==> config.mk <==
export PLATFORM = sky130hd
export DESIGN_NAME = rsm_memarb
export DESIGN_NICKNAME = d
export VERILOG_FILES = /design/src/rtl/rsm_memarb.sv
export SDC_FILE = /design/constraint.sdc
export NUM_CORES = 1
export LEC_CHECK = 0
export ABC_AREA = 1
export CAP_MARGIN = 30
export CORE_MARGIN = 2
export CORE_UTILIZATION = 37
export DETAILED_ROUTE_END_ITERATION = 6
export PLACE_DENSITY = 0.76
export SKIP_LAST_GASP = 1
export SLEW_MARGIN = 5
export SYNTH_ARGS = -nofsm -noshare
export SYNTH_HDL_FRONTEND = slang
export SYNTH_SLANG_ARGS = --single-unit
==> constraint.sdc <==
create_clock -name i_clk -period 2.27 [get_ports i_clk]
set_input_delay 0.681 -clock i_clk [delete_from_list [all_inputs] [get_ports i_clk]]
set_output_delay 0.681 -clock i_clk [all_outputs]
set_load 0.05 [all_outputs]
==> src/rtl/rsm_memarb.sv <==
// Arbitrates IFU reads and LSU reads/writes onto one single-port memory request bus,
// one transaction at a time, with a reply watchdog. Define RSM_MEMARB_RR_EN for round-robin IFU/LSU.
module rsm_memarb #(
  parameter int TIMEOUT_W = 8
) (
  input  logic        i_clk,
  input  logic        i_rstn,
  input  logic [31:0] i_axi_ifu_araddr,
  input  logic [2:0]  i_axi_ifu_arprot,
  input  logic        i_axi_ifu_arvalid,
  output logic        o_axi_ifu_arready,
  output logic [31:0] o_axi_ifu_rdata,
  output logic [1:0]  o_axi_ifu_rresp,
  output logic        o_axi_ifu_rvalid,
  input  logic        i_axi_ifu_rready,
  input  logic [31:0] i_axi_lsu_awaddr,
  input  logic [2:0]  i_axi_lsu_awprot,
  input  logic        i_axi_lsu_awvalid,
  output logic        o_axi_lsu_awready,
  input  logic [31:0] i_axi_lsu_wdata,
  input  logic [3:0]  i_axi_lsu_wstrb,
  input  logic        i_axi_lsu_wvalid,
  output logic        o_axi_lsu_wready,
  output logic [1:0]  o_axi_lsu_bresp,
  output logic        o_axi_lsu_bvalid,
  input  logic        i_axi_lsu_bready,
  input  logic [31:0] i_axi_lsu_araddr,
  input  logic [2:0]  i_axi_lsu_arprot,
  input  logic        i_axi_lsu_arvalid,
  output logic        o_axi_lsu_arready,
  output logic [31:0] o_axi_lsu_rdata,
  output logic [1:0]  o_axi_lsu_rresp,
  output logic        o_axi_lsu_rvalid,
  input  logic        i_axi_lsu_rready,
  output logic        o_mem_valid,
  output logic [31:0] o_mem_addr,
  output logic [3:0]  o_mem_wstrb,
  output logic [31:0] o_mem_wdata,
  input  logic        i_mem_ready,
  input  logic        i_mem_rvalid,
  input  logic [31:0] i_mem_rdata,
  input  logic        i_mem_err
);

  typedef enum logic [1:0] {IDLE, REQ, WAIT, RESP} state_t;
  typedef enum logic [1:0] {SRC_IFU_RD, SRC_LSU_RD, SRC_LSU_WR} src_t;

  state_t               state_q, state_d;
  src_t                 src_q, src_d;
  logic [31:0]          addr_q, addr_d;
  logic [31:0]          wdata_q, wdata_d;
  logic [3:0]           wstrb_q, wstrb_d;
  logic [TIMEOUT_W-1:0] cnt_q, cnt_d;
  logic [31:0]          ifu_rdata_q, ifu_rdata_d;
  logic [1:0]           ifu_rresp_q, ifu_rresp_d;
  logic [31:0]          lsu_rdata_q, lsu_rdata_d;
  logic [1:0]           lsu_rresp_q, lsu_rresp_d;
  logic [1:0]           bresp_q, bresp_d;
  // Holds off grants for the first cycle after reset so readies are 0 while i_rstn is low.
  logic                 run_q;

  logic ifu_req, lsu_wr_req, lsu_rd_req, lsu_req, grant_lsu;
  logic load_resp;
  logic [31:0] resp_data;
  logic [1:0]  resp_code;

  logic unused_prot;
  assign unused_prot = ^{i_axi_ifu_arprot, i_axi_lsu_awprot, i_axi_lsu_arprot};

  assign ifu_req    = i_axi_ifu_arvalid;
  assign lsu_wr_req = i_axi_lsu_awvalid && i_axi_lsu_wvalid;
  assign lsu_rd_req = i_axi_lsu_arvalid;
  assign lsu_req    = lsu_wr_req || lsu_rd_req;

`ifdef RSM_MEMARB_RR_EN
  logic last_lsu_q, last_lsu_d;

  always_ff @(posedge i_clk or negedge i_rstn) begin
    if (!i_rstn) last_lsu_q <= 1'b0;
    else         last_lsu_q <= last_lsu_d;
  end

  // On contention the master that was not granted last wins.
  assign grant_lsu = lsu_req && (!ifu_req || !last_lsu_q);

  always_comb begin
    last_lsu_d = last_lsu_q;
    if (state_q == IDLE && run_q && (ifu_req || lsu_req)) last_lsu_d = grant_lsu;
  end
`else
  assign grant_lsu = lsu_req;
`endif

  always_comb begin
    state_d     = state_q;
    src_d       = src_q;
    addr_d      = addr_q;
    wdata_d     = wdata_q;
    wstrb_d     = wstrb_q;
    cnt_d       = cnt_q;
    ifu_rdata_d = ifu_rdata_q;
    ifu_rresp_d = ifu_rresp_q;
    lsu_rdata_d = lsu_rdata_q;
    lsu_rresp_d = lsu_rresp_q;
    bresp_d     = bresp_q;
    load_resp   = 1'b0;
    resp_data   = 32'd0;
    resp_code   = 2'b00;
    o_axi_ifu_arready = 1'b0;
    o_axi_lsu_arready = 1'b0;
    o_axi_lsu_awready = 1'b0;
    o_axi_lsu_wready  = 1'b0;

    case (state_q)
      IDLE: begin
        if (run_q && (ifu_req || lsu_req)) begin
          state_d = REQ;
          if (grant_lsu && lsu_wr_req) begin
            o_axi_lsu_awready = 1'b1;
            o_axi_lsu_wready  = 1'b1;
            src_d   = SRC_LSU_WR;
            addr_d  = i_axi_lsu_awaddr;
            wdata_d = i_axi_lsu_wdata;
            wstrb_d = i_axi_lsu_wstrb;
          end else if (grant_lsu) begin
            o_axi_lsu_arready = 1'b1;
            src_d   = SRC_LSU_RD;
            addr_d  = i_axi_lsu_araddr;
            wdata_d = 32'd0;
            wstrb_d = 4'd0;
          end else begin
            o_axi_ifu_arready = 1'b1;
            src_d   = SRC_IFU_RD;
            addr_d  = i_axi_ifu_araddr;
            wdata_d = 32'd0;
            wstrb_d = 4'd0;
          end
        end
      end
      REQ: begin
        if (i_mem_ready) begin
          state_d = WAIT;
          cnt_d   = '0;
        end
      end
      WAIT: begin
        // A real reply takes precedence over a watchdog expiry in the same cycle.
        if (i_mem_rvalid) begin
          load_resp = 1'b1;
          resp_data = i_mem_rdata;
          resp_code = i_mem_err ? 2'b11 : 2'b00;
        end else if (cnt_q == {TIMEOUT_W{1'b1}}) begin
          load_resp = 1'b1;
          resp_data = 32'd0;
          resp_code = 2'b10;
        end else begin
          cnt_d = cnt_q + 1'b1;
        end
        if (load_resp) begin
          state_d = RESP;
          case (src_q)
            SRC_IFU_RD: begin
              ifu_rdata_d = resp_data;
              ifu_rresp_d = resp_code;
            end
            SRC_LSU_RD: begin
              lsu_rdata_d = resp_data;
              lsu_rresp_d = resp_code;
            end
            default: bresp_d = resp_code;
          endcase
        end
      end
      RESP: begin
        case (src_q)
          SRC_IFU_RD: if (i_axi_ifu_rready) state_d = IDLE;
          SRC_LSU_RD: if (i_axi_lsu_rready) state_d = IDLE;
          default:    if (i_axi_lsu_bready) state_d = IDLE;
        endcase
      end
      default: state_d = IDLE;
    endcase
  end

  always_ff @(posedge i_clk or negedge i_rstn) begin
    if (!i_rstn) begin
      state_q     <= IDLE;
      src_q       <= SRC_IFU_RD;
      addr_q      <= 32'd0;
      wdata_q     <= 32'd0;
      wstrb_q     <= 4'd0;
      cnt_q       <= '0;
      ifu_rdata_q <= 32'd0;
      ifu_rresp_q <= 2'b00;
      lsu_rdata_q <= 32'd0;
      lsu_rresp_q <= 2'b00;
      bresp_q     <= 2'b00;
      run_q       <= 1'b0;
    end else begin
      state_q     <= state_d;
      src_q       <= src_d;
      addr_q      <= addr_d;
      wdata_q     <= wdata_d;
      wstrb_q     <= wstrb_d;
      cnt_q       <= cnt_d;
      ifu_rdata_q <= ifu_rdata_d;
      ifu_rresp_q <= ifu_rresp_d;
      lsu_rdata_q <= lsu_rdata_d;
      lsu_rresp_q <= lsu_rresp_d;
      bresp_q     <= bresp_d;
      run_q       <= 1'b1;
    end
  end

  assign o_mem_valid = (state_q == REQ);
  assign o_mem_addr  = addr_q;
  assign o_mem_wstrb = wstrb_q;
  assign o_mem_wdata = wdata_q;

  assign o_axi_ifu_rvalid = (state_q == RESP) && (src_q == SRC_IFU_RD);
  assign o_axi_lsu_rvalid = (state_q == RESP) && (src_q == SRC_LSU_RD);
  assign o_axi_lsu_bvalid = (state_q == RESP) && (src_q == SRC_LSU_WR);
  assign o_axi_ifu_rdata  = ifu_rdata_q;
  assign o_axi_ifu_rresp  = ifu_rresp_q;
  assign o_axi_lsu_rdata  = lsu_rdata_q;
  assign o_axi_lsu_rresp  = lsu_rresp_q;
  assign o_axi_lsu_bresp  = bresp_q;

endmodule
Yosys cells after proc, flatten, opt, wreduce, memory -nomap -nowiden
Cells that the tools add are included.
{"block": "totals", "ff_bits": 151, "in_bits": 185, "out_inout_bits": 146, "elab_cells": 82}
{"block": "op_classes", "addsub": 1, "eq_ne": 14, "muxes": 36, "bitwise": 1, "reduce_logical": 18}
{"cell": "32-bit 2-to-1 mux", "count": 4}
{"cell": "8-bit 2-to-1 mux", "count": 3}
{"cell": "2-bit 2-to-1 mux", "count": 10}
{"cell": "8-bit one-hot mux with 2 select lines", "count": 1}
{"cell": "1-bit 2-to-1 mux", "count": 15}
{"cell": "3-bit AND reduction", "count": 3}
{"cell": "8-bit by 1-bit adder with 8-bit output (second input constant)", "count": 1}
{"cell": "8-bit == test (second input constant)", "count": 1}
{"cell": "2-bit != test (second input constant)", "count": 4}
{"cell": "2-bit one-hot mux with 4 select lines", "count": 1}
{"cell": "2-bit == test (second input constant)", "count": 3}
{"cell": "1-bit logical AND", "count": 6}
{"cell": "3-bit != test (second input constant)", "count": 2}
{"cell": "6-bit AND reduction", "count": 1}
{"cell": "2-bit by 1-bit == test with 1-bit output (second input constant)", "count": 2}
{"cell": "2-bit zero test", "count": 2}
{"cell": "4-bit 2-to-1 mux", "count": 1}
{"cell": "4-bit by 2-bit != test with 1-bit output (second input constant)", "count": 1}
{"cell": "2-bit one-hot mux with 2 select lines", "count": 1}
{"cell": "4-bit AND reduction", "count": 1}
{"cell": "1-bit logical OR", "count": 2}
{"cell": "2-bit by 1-bit != test with 1-bit output (second input constant)", "count": 1}
{"cell": "2-bit AND reduction", "count": 1}
{"cell": "2-bit nonzero test", "count": 1}
{"cell": "2 further kinds", "count": 2}

Longest topological paths before layout
Gate-level depths: netlist of the first run.
{"block": "depth", "depth_word": 6, "mapped_depth": 11, "mapped_depth_nobuf": 10}

Worst setup path after synthesis of the first run
Ideal clock, no wire load.
{"block": "synth_timing", "kind": "input to output", "startpoint": "input port i_axi_lsu_arvalid", "endpoint": "output port o_axi_lsu_wready", "t_arrival_ns": 1.952, "t_required_ns": 1.589, "slack_ns": -0.363, "path_stages": 9, "path_buffers": 3, "cell_sequence": "buf_2 > inv_2 > nand3_1 > nand3_1 > inv_2 > nand2_1 > inv_2 > buf_2 > buf_4"}
{"block": "synth_via", "elab_chain_cells": 5, "word_cells_on_any_way": 7, "cone_classes": "3 x mux; 4 x reduce/logical"}
{"item": "start: declaration", "line": "29", "source": "input logic i_axi_lsu_arvalid,"}
{"item": "1-bit logical OR (*)", "line": "73", "source": "assign lsu_req = lsu_wr_req || lsu_rd_req;"}
{"item": "1-bit logical AND / 1-bit logical OR (equally long branches)", "line": "118, 116"}
{"item": "1-bit 2-to-1 mux / 1-bit logical AND (equally long branches)"}
{"item": "1-bit 2-to-1 mux (*) (2 in series)"}
{"item": "end: declaration", "line": "23", "source": "output logic o_axi_lsu_wready,"}
Every way passes the cells marked *; elsewhere a longest branch is shown, timed or not.

Final worst setup path of the first run
{"block": "layout_timing", "startpoint": "register state_q[0]", "endpoint": "output port o_axi_ifu_arready"}
{"block": "layout_via", "elab_chain_cells": 2}
{"item": "start: declaration", "line": "48", "source": "state_t state_q, state_d;"}
{"item": "start signal: assignment", "line": "200", "source": "state_q <= state_d;"}
{"item": "2-bit zero test", "line": "114", "source": "case (state_q)"}
{"item": "1-bit 2-to-1 mux", "line": "114"}
{"item": "end: declaration", "line": "11", "source": "output logic o_axi_ifu_arready,"}
Every way passes these cells.

==> summary.md, run 1 <==
| Metric | Value |
|---|---|
| Worst-case clock buffer depth | 2 |
| CTS tree | done |
| Post-synth EDFFs | 0 |
| Crit path buf inv count | 3 |
| DRT Pass-1 Iters | 7 |
| Yosys warnings | 0 |
| Slowest cell delay on critical path | 0.43 ns |
| # IOs | 331 |
| Number of port buffers | 321 |
| Fin crit share | 1.00 |
| Post-synth ARST share | 1.00 |
| Initial antenna violation count | 0 |
| Min Clock Period, post-route | 2.28 ns |
| Critical path capture point type | primary output |
| DP Worst Slack | -0.462 ns |
| Max Slew Vio Count | 0 |
| Gr ovfl total | 0 |
| Critical path, cell by cell | inv_2, ha_4, nand3_4, buf_6, nor2_4, buf_12 |
| # H-tree levels | 4 |
| Violated checks | negative setup slack |
| Syn Area/Cell | 7.99 um2 |
| Antenna diodes | 0 |
| P&R area growth vs syn | 61.4% |
| CP delay by family, top | flip-flops |
| Leakage | 6.46 nW |
| Drt via density | 4.90 |
| Worst setup margin | -0.00891 ns |
| WL per Instance | 16.2 um |
| Final hold vios | 0 |
| Synth Register Bits | 151 |
| Post-Layout Inst Area | 11,300 um2 |
| Setup Viol. Count Final | 2 |
| Netlist cell types | 29 |
| Total wire length | 23,700 um |
| Floorplan core area | 18,600 um2 |
| Root Buffer | clkbuf_16 |
| RSZ-0062 raised after global routing | true |
| Clock transition at path regs | 0.06 ns |
| Critical Path RT | 1.59 ns |
| DR DRC count | 0 |
| Slowest cell on crit path | dfrtp_1 |
| Max IR drop VDD | 611 uV |
| Hpwl dp | 16,900 um |
| Compound-cell area share of the yosys netlist | 0.0979 |
| Crit-path max FO | 4 |
| Status | finished, violations left |
| Via count of the first global-routing pass | 6,846 |
| GRT Resource Usage Total | 0.228 |
| GP Congestion | 0.826 |
| Largest net degree at the start of global routing | 82 |
| Initial Utilization | 0.375 |
| Primary FF master, synth | dfrtp_1 |
| Crit path kind | reg2out |
| CTS Buf Count | 17 |
| Rel. slew slack | 0.450 |
| CTS sink count | 151 |
| Mapped Area | 6990 um2 |
| Final Total Pwr | 15.1 mW |
| NumNets Final | 1,404 |
| Worst skew pair latency | 0.42 ns |
| DR iter-0 viols | 381 |
| Finished Layout Cells | 1,459 |
| Worst Skew | 0.00924 ns |
| Max Cap Viol | 0 |
| Adder-cell share of the synthesized area | 0.0107 |
| Simple-Gate Fraction of Synth Area | 0.278 |
| Routed via count | 7,154 |
| Post-route ant nets | 0 |
| CP arrival | 1.60 ns |
| Hold WC Path Type | in2async |
| Die width | 141 um |
| Fin Hold WS | 0.188 ns |
| Mux cell area share after synthesis | 0 |
| Layout cells sized above 1 | 0.108 |
| XOR/XNOR Fraction of Synth Area | 0.00251 |
| DP Area | 10,600 um2 |
| Register area share after synthesis | 0.541 |
| Gate Count Post-Synth | 875 |
| Pwr Density | 1340 nW/um2 |
| First-pass GRT wire length | 36,000 um |
| Rows | 50 |
| Die area | 20,000 um2 |
| FMAX | 439 MHz |
| Dpl cells | 1,414 |
| Die Height | 141 um |
| Syn Nets | 1,066 |
| Worst Tran Pin Value | 0.825 ns |
| Largest family of logic cells by synthesized area | simple AND/OR/NAND/NOR gates |
| Startpoint type of the worst setup path | flop |
-- metrics by stage --
stage	TNS, ns	utilization
floorplan	-0.119	-
global placement	-25.61	0.568
detailed placement	-27.01	0.568
CTS	-0.0338	0.597
global route	-0.499	0.605
finish	-0.0163	0.605
-- path summary, 6_finish.rpt --
kind,start,slack (ns),depth (start not counted),end
worst max-delay path,state_q[0],-0.009,6,o_axi_ifu_arready
worst min-delay path,i_rstn,0.19,1,o_axi_lsu_rdata[24]
worst max register to register,state_q[0],0.09,8,o_axi_ifu_rdata[21]
worst min register to register,o_mem_wdata[25],0.47,2,o_mem_wdata[25]
max in group asynchronous,i_rstn,1.48,2,o_mem_addr[8]
min in group i_clk,o_mem_wdata[25],0.47,2,o_mem_wdata[25]
-- cell families (layout without fill, tap and decap cells) --
kind of cell               count (synthesis)  count (layout)
and+or+nand+nor                          488             488
DFF                                      151             151
AOI/OAI and AO/OA                        125             125
buffers and inverters                    102             452
adders and majority gates                  6               6
xor gates and xnor gates                   2               2
other                                      1               1
-- report_power, final --
part,switching [mW],leakage [nW],internal [mW]
Combinational,5.93,4.24,2.41
Sequential,0.512,1.97,3.72
Clock,1.13,0.247,1.41
-- registers in the layout, summed over array words and instances (netlist names), 2 cells and up --
name and flops:
o_axi_lsu_rresp 2, o_mem_wdata 32, o_axi_lsu_rdata 32, state_q 2, o_axi_lsu_bresp 2, cnt_q 8
o_mem_wstrb 4, o_axi_ifu_rresp 2, o_axi_ifu_rdata 32, src_q 2, o_mem_addr 32
-- cell usage after synthesis (3+ instances only) --
| cell | instances | area (um2) |
|---|---|---|
| nand3_1 | 30 | 150 |
| nor3_1 | 5 | 25.0 |
| o22ai_1 | 17 | 106 |
| o21ai_0 | 92 | 460 |
| nand4_1 | 5 | 31.3 |
| or2_2 | 3 | 18.8 |
| o31ai_1 | 13 | 97.6 |
| nor2_1 | 34 | 128 |
| inv_2 | 4 | 15.0 |
| dfrtp_1 | 151 | 3780 |
| buf_2 | 15 | 75.1 |
| nand2_1 | 404 | 1520 |
| clkbuf_2 | 7 | 35.0 |
| ha_1 | 6 | 75.1 |
| clkbuf_1 | 17 | 63.8 |
| inv_1 | 49 | 184 |
| buf_8 | 6 | 90.1 |
-- final cells by class --
class	count	area [um2]
clock buffers	19	443
clock inverters	12	80.1
fillers	1648	7360
inverters	53	213
multi-input cells	622	2790
flip-flops and latches	151	3780
well taps	234	293
repair buffers	368	3680
-- worst register-to-register path, stage by stage (launching register included) --
cell     delay [ns]
dfrtp_1        0.43
inv_2          0.11
buf_4          0.11
buf_4          0.10
ha_1           0.37
nand2_2        0.27
buf_4          0.32
o21ai_0        0.26
nand2_1        0.09
-- cells in the final DEF, fill, tap and decap left out, drive strengths merged, types with 2 or more instances in the layout --
cell type	instances
nand2	406
clkdlybuf4s50	174
dfrtp	151
o21ai	92
buf	78
dlygate4sd2	75
inv	54
dlymetal6s2s	39
nor2	38
nand3	30
clkbuf	19
o22ai	17
o31ai	13
clkinvlp	6
ha	6
nor3	5
nand4	5
clkinv	5
or2	3
o21bai	2
clkdlybuf4s15	2
-- metal layers --
metal	part of all wire	vias up	GRT usage
met3	0.060	57	0.0462
met2	0.49	260	0.384
met4	0.037	0	0.0937
li1	-	3446	-
met1	0.41	3391	0.289
met5	0	-	0
-- what timing repair did --
action                     in CTS  in global routing
setup endpoints to repair      80                 45
setup buffers                   8                  6
hold buffers                    0                  0
pin swaps                       4                  4
gates resized for setup        96                 45
(Power assumes the default switching activity.)
==> inputs of run 2 (changes only) <==
- ABC_CLOCK_PERIOD_IN_PS: default -> 2270
- CORE_UTILIZATION: 37 -> 38
- CTS_BUF_LIST: default -> sky130_fd_sc_hd__clkbuf_4
- PLACE_DENSITY: 0.76 -> 0.78
==> run 2 against run 1 <==
  * The flow still finishes with violations (negative setup slack)
  * First-iteration DRC count rose by 10%
  * Worst setup slack got worse by 0.097 ns
  * Count of clock-buffer cells in the layout is 1 lower
  * Final cell count is 0.55% lower
  * Sequential power about the same
  * Final area shrank 3.6%
  * Via count decreased by 1.8%
  * Maximum frequency shrank 4.1%
  * Largest cell class unchanged
==> summary.md, run 2 (synthesis results as in run 1) <==
| Metric | Value |
|---|---|
| CTS sink count | 151 (unchanged) |
| # IOs | 331 (unchanged) |
| P&R area growth vs syn | 55.6% |
| Met2 WL | 11,000 um (-6.0%) |
| Post-route ant nets | 0 (unchanged) |
| Final Total Pwr | 14.1 mW (-6.7%) |
| Startpoint type of the worst setup path | flop |
| Leakage | 5.89 nW (-8.8%) |
| Sw Ratio | 0.525 (+0.0241) |
| CTS Buf Count | 17 (unchanged) |
| Clock share of power | 0.130 (-0.038) |
| Worst Tran Pin Value | 0.673 ns (-0.152 ns) |
| Critical Path RT | 1.59 ns (about the same) |
| Max Cap Viol | 0 (unchanged) |
| Commonest non-fill, non-tap cell in the layout | nand2_1 |
| Fin crit share | 1.05 (+0.0427) |
| Violated checks | negative setup slack |
| Rows | 49 (-2.0%) |
| Pwr Density | 1300 nW/um2 (-3.2%) |
| Worst-case clock buffer depth | 2 (unchanged) |
| Crit path kind | reg2out |
| Die Height | 140 um (-1.3%) |
| Max Slew Vio Count | 0 (unchanged) |
| Max IR drop VDD | 736 uV (+20%) |
| DR iter-0 viols | 420 (+10%) |
| Post-Layout Inst Area | 10,900 um2 (-3.6%) |
| Hpwl dp | 16,400 um (-3.1%) |
| Setup Viol. Count Final | 5 (+3) |
| WL per Instance | 15.5 um (-4.8%) |
| Die width | 140 um (-1.3%) |
| Net load switching power | 7.41 mW (-2.2%) |
| DRT Pass-1 Iters | 5 (-2) |
| Min Clock Period, post-route | 2.38 ns (+0.0970 ns) |
| Rel. slew slack | 0.551 (+0.101) |
| Hold WC Path Type | reg2reg |
| CTS tree | done |
| Worst Skew | 0.0254 ns (+0.0162 ns) |
| # H-tree levels | 4 (unchanged) |
| GRT Resource Usage Total | 0.226 (-0.00248) |
| Die area | 19,500 um2 (-2.6%) |
| Number of port buffers | 321 (unchanged) |
| DR DRC count | 0 (unchanged) |
| Floorplan core area | 18,000 um2 (-3.3%) |
| DP Area | 10,600 um2 (-0.27%) |
| Initial antenna violation count | 1 (+1) |
| Largest net degree at the start of global routing | 66 (-20%) |
| Via count of the first global-routing pass | 6,663 (-2.7%) |
| FMAX | 421 MHz (-4.1%) |
| CP arrival | 1.69 ns (+0.09 ns) |
| Routed wl met3 | 1300 um (-9.0%) |
| Logic pwr share | 0.572 (+0.021) |
| RSZ-0062 raised after global routing | true |
| Total wire length | 22,400 um (-5.3%) |
| Routed via count | 7,022 (-1.8%) |
| Slowest cell on crit path | dfrtp_1 |
| Most used cell, CP | nand3_4 |
| Critical path capture point type | primary output |
| Worst skew pair latency | 0.54 ns (+0.12 ns) |
| Flop pwr share | 0.299 (+0.019) |
| Most frequent cells in the layout | 402 x nand2_1, 170 x clkdlybuf4s50_1, 151 x dfrtp_1 |
| NumNets Final | 1,399 (-0.36%) |
| Critical path, cell by cell | inv_2, ha_4, nand3_4, inv_4, nand3_4, clkinvlp_4, buf_12 |
| Clock transition at path regs | 0.14 ns (+0.08 ns) |
| Initial Utilization | 0.388 (+0.0129) |
| Gr ovfl total | 0 (unchanged) |
| Layout cells sized above 1 | 0.106 (-0.00210) |
| First-pass GRT wire length | 35,300 um (-2.1%) |
| GP Congestion | 0.897 (+8.6%) |
| Slowest cell delay on critical path | 0.42 ns (about the same) |
| Pint | 6.70 mW (-11%) |
| Worst setup margin | -0.106 ns (-0.0970 ns) |
| Final hold vios | 0 (unchanged) |
| Root Buffer | clkbuf_4 |
| Top sig layer | met4 |
| Crit-path max FO | 4 (unchanged) |
| Status | finished, violations left |
| Metal1 wirelength | 9250 um (-4.5%) |
| Drt via density | 4.84 (-1.3%) |
[run 2: cell count changes in the layout (fill, tap and decap cells not counted), moves of 3 or more]
| cell | change |
|---|---|
| clkinv_2 | -3 |
| clkdlybuf4s50_1 | -4 |
| clkinv_4 | +3 |
| buf_4 | -3 |
| bufinv_16 | +3 |
| clkbuf_4 | +18 |
| clkbuf_16 | -17 |
| dlygate4sd2_1 | +47 |
| dlymetal6s2s_1 | -39 |
| clkinvlp_4 | -3 |
[run 2: per-stage QoR]
| stage | hold WS [ns] | instances | utilization | setup TNS, ns | setup slack (ns) |
|---|---|---|---|---|---|
| after global placement | 0.460 | 1409 | 0.586 | -6.66 | -0.323 |
| after detailed placement | 0.465 | 1409 | 0.586 | -8.25 | -0.349 |
| final | 0.492 | 1451 | 0.603 | -0.366 | -0.106 |
| after CTS | 0.496 | 1448 | 0.602 | -0.601 | -0.168 |
| after global routing | 0.507 | 1451 | 0.603 | -1.08 | -0.219 |
| after floorplan | 0.385 | 875 | - | -0.119 | -0.119 |
[run 2: metal layers]
metal / track usage / vias up
met4: 0.103 / 0
li1: - / 3432
met2: 0.373 / 249
met5: 0 / -
met1: 0.288 / 3290
met3: 0.0444 / 51
[run 2: path summary, 6_finish.rpt]
check	slack [ns]	cells past startpoint	from	end
setup / recovery	-0.11	7	state_q[0]	o_axi_lsu_arready
hold / removal	0.49	2	o_mem_wdata[30]	o_mem_wdata[30]
setup reg to reg	0.28	7	state_q[0]	o_axi_ifu_rdata[15]
hold reg to reg	0.49	2	o_mem_wdata[30]	o_mem_wdata[30]
max in group asynchronous	1.05	3	i_rstn	cnt_q[4]
min in group asynchronous	0.60	2	i_rstn	o_axi_lsu_rdata[23]
[run 2: worst max-delay path, delay by kind of cell (launching register included)]
family | cells | cell delay (ns)
buffers and inverters | 4 | 0.42
DFF | 1 | 0.42
and+or+nand+nor | 2 | 0.17
adders and majority gates | 1 | 0.15
[run 2: power groups by stage]
stage / sequential, mW / combinational [mW] / clock [mW]
after detailed placement: 4.31 / 8.46 / 0
final: 4.21 / 8.06 / 1.83
after global placement: 4.27 / 8.37 / 0
after floorplan: 7.72 / 1.89 / 0
after global routing: 4.33 / 8.51 / 1.97
after CTS: 4.21 / 8.04 / 1.87
[run 2: timing repair]
item,4_1_cts,5_1_grt
endpoints found under the hold margin,12,0
endpoints found under the setup margin,125,8
gates cloned,0,0
hold buffers,1,0
pin swaps,6,2
gates resized for setup,143,2
buffers inserted,6,3
[run 2: layout make-up]
class / count / area [um2]
Antenna cell: 1 / 2.50
Clock buffer: 18 / 135
Clock inverter: 14 / 174
Fill cell: 1599 / 7150
Inverter: 53 / 213
Multi-Input combinational cell: 622 / 2820
Sequential cell: 151 / 3780
Tap cell: 229 / 287
Timing Repair Buffer: 363 / 3460
==> RTL change: new RTL, flow settings as in run 1 <==
Build with the macro `RSM_MEMARB_RR_EN` defined.
--- a/src/rtl/rsm_memarb.sv
+++ b/src/rtl/rsm_memarb.sv
@@ -1,5 +1,7 @@
 // Arbitrates IFU reads and LSU reads/writes onto one single-port memory request bus,
 // one transaction at a time, with a reply watchdog. Define RSM_MEMARB_RR_EN for round-robin IFU/LSU.
+`define RSM_MEMARB_RR_EN
+
 module rsm_memarb #(
   parameter int TIMEOUT_W = 8
 ) (
Function: changed (Yosys sat finds a counterexample within 10 cycles, from zero or initial values and one cycle with i_rstn low).
==> RTL change against run 1 <==
  * The run still ends with negative setup slack left
  * Worst setup slack improved by 0.0064 ns
  * Critical endpoint is now state_q[0]
  * Worst hold slack worse by 0.020 ns
  * Final cell count down 5.3%
  * Synthesized cell count is 8.5% lower
  * Sequential cell count grew 1
  * Sequential share of layout area increased by 1.1 points
  * Via count is 7.3% lower
  * Die area decreased by 3.2%
  * Clock power increased by 5%
  * Wire length shrank 7.4%
  * Total power grew 1.2%
  * Design area down 2.6%
  * Synthesized area shrank 3.3%
==> RTL change: results (changes against run 1) <==
| Metric | Value |
|---|---|
| NonClk Buf Share | 0.323 (was 0.326) |
| Placer Congestion | 0.867 (was 0.826) |
| Count of multi-input combinational gates | 547 (was 622) |
| Failing checks | negative setup slack (unchanged) |
| GR Util met1 | 0.274 (was 0.289) |
| Tot GR Track Use | 0.228 (about the same) |
| Detail Placement HPWL | 15.9 mm (was 16.9 mm) |
| Full die area | 19400 sq um (was 20000 sq um) |
| CP top delay family | buffers and inverters (was flip-flops) |
| Met3 Usage GRT | 0.0794 (was 0.0462) |
| R2r setup slk | 0.51 ns (was 0.09 ns) |
| WL met2 | 10.6 mm (was 11.7 mm) |
| Top cells by count, synth | 291 x nand2_1, 152 x dfrtp_1, 66 x a21oi_1 (was 404 x nand2_1, 151 x dfrtp_1, 92 x o21ai_0) |
| DR WL met3 | 1.96 mm (was 1.43 mm) |
| Placed Cells | 1330 (was 1414) |
| Post-DP Area | 10300 sq um (was 10600 sq um) |
| Clk tree area frac | 0.0503 (was 0.0464) |
| Drt initial violations | 268 (was 381) |
| Status | complete, but fails checks (unchanged) |
| Bufs w/o clock | 367 (was 368) |
| Setup violations, final | 2 (unchanged) |
| Worst Path Max Fanout | 2 (was 4) |
| Fraction of area in multi-input gates | 0.235 (was 0.248) |
| Via density | 4.80 (was 4.90) |
| Final worst slack | -0.00250 ns (was -0.00891 ns) |
| Peak supply drop | 0.959 mV (was 0.611 mV) |
| CP max stage cell | clkdlybuf4s15_1 (was dfrtp_1) |
==> RTL change: cell count changes after synthesis, moves of 6 or more <==
cell      delta
o21ai_1     +58
o22ai_1     -16
clkbuf_2     -7
o211ai_1    +32
o31ai_1     -13
a21oi_1     +65
nand3_1     -19
o21ai_0     -74
nor2_1      +16
nand2_1    -113
buf_8        -6
==> RTL change: cells by family (layout without fill, tap and decap cells) <==
| kind of cell | count (synthesis) | count (layout) | synth area share |
|---|---|---|---|
| flip-flops | 152 | 152 | 0.563 |
| AO/OA/AOI/OAI | 175 | 175 | 0.142 |
| other | 1 | 1 | 0.000555 |
| AND/OR/NAND/NOR | 362 | 362 | 0.211 |
| buffers and inverters | 102 | 454 | 0.0698 |
| XOR/XNOR | 4 | 4 | 0.00518 |
| adder cells (fa/ha/maj) | 5 | 5 | 0.00925 |
==> RTL change: worst register-to-register path: cells and delay by family (launching register included) <==
family	cells	cell delay (ns)
adders and majority gates	1	0.14
buffers and inverters	7	0.82
and+or+nand+nor	3	0.21
DFF	1	0.39
AOI/OAI and AO/OA	1	0.13
==> RTL change: path summary, 6_finish.rpt <==
check	startpoint	end
max reg2reg	state_q[0]	o_mem_addr[4]
min in group i_clk	o_mem_wdata[30]	o_mem_wdata[30]
max in group asynchronous	i_rstn	o_mem_wdata[31]
max	i_axi_ifu_arvalid	state_q[0]
min reg2reg	o_mem_wdata[30]	o_mem_wdata[30]
min	i_rstn	o_axi_lsu_rdata[19]
==> RTL change: what timing repair did <==
item                       in CTS  in global routing
pin swaps                       6                 11
resized for setup             111                 35
cloned                          0                  0
setup endpoints to repair      93                 26
setup buffers                  16                  4
==> RTL change: power by group <==
group,internal (mW),switching (mW),total [mW]
Combinational,2.43,5.84,8.27
Clock,1.45,1.23,2.68
Sequential,3.77,0.579,4.35
Total,7.65,7.65,15.3
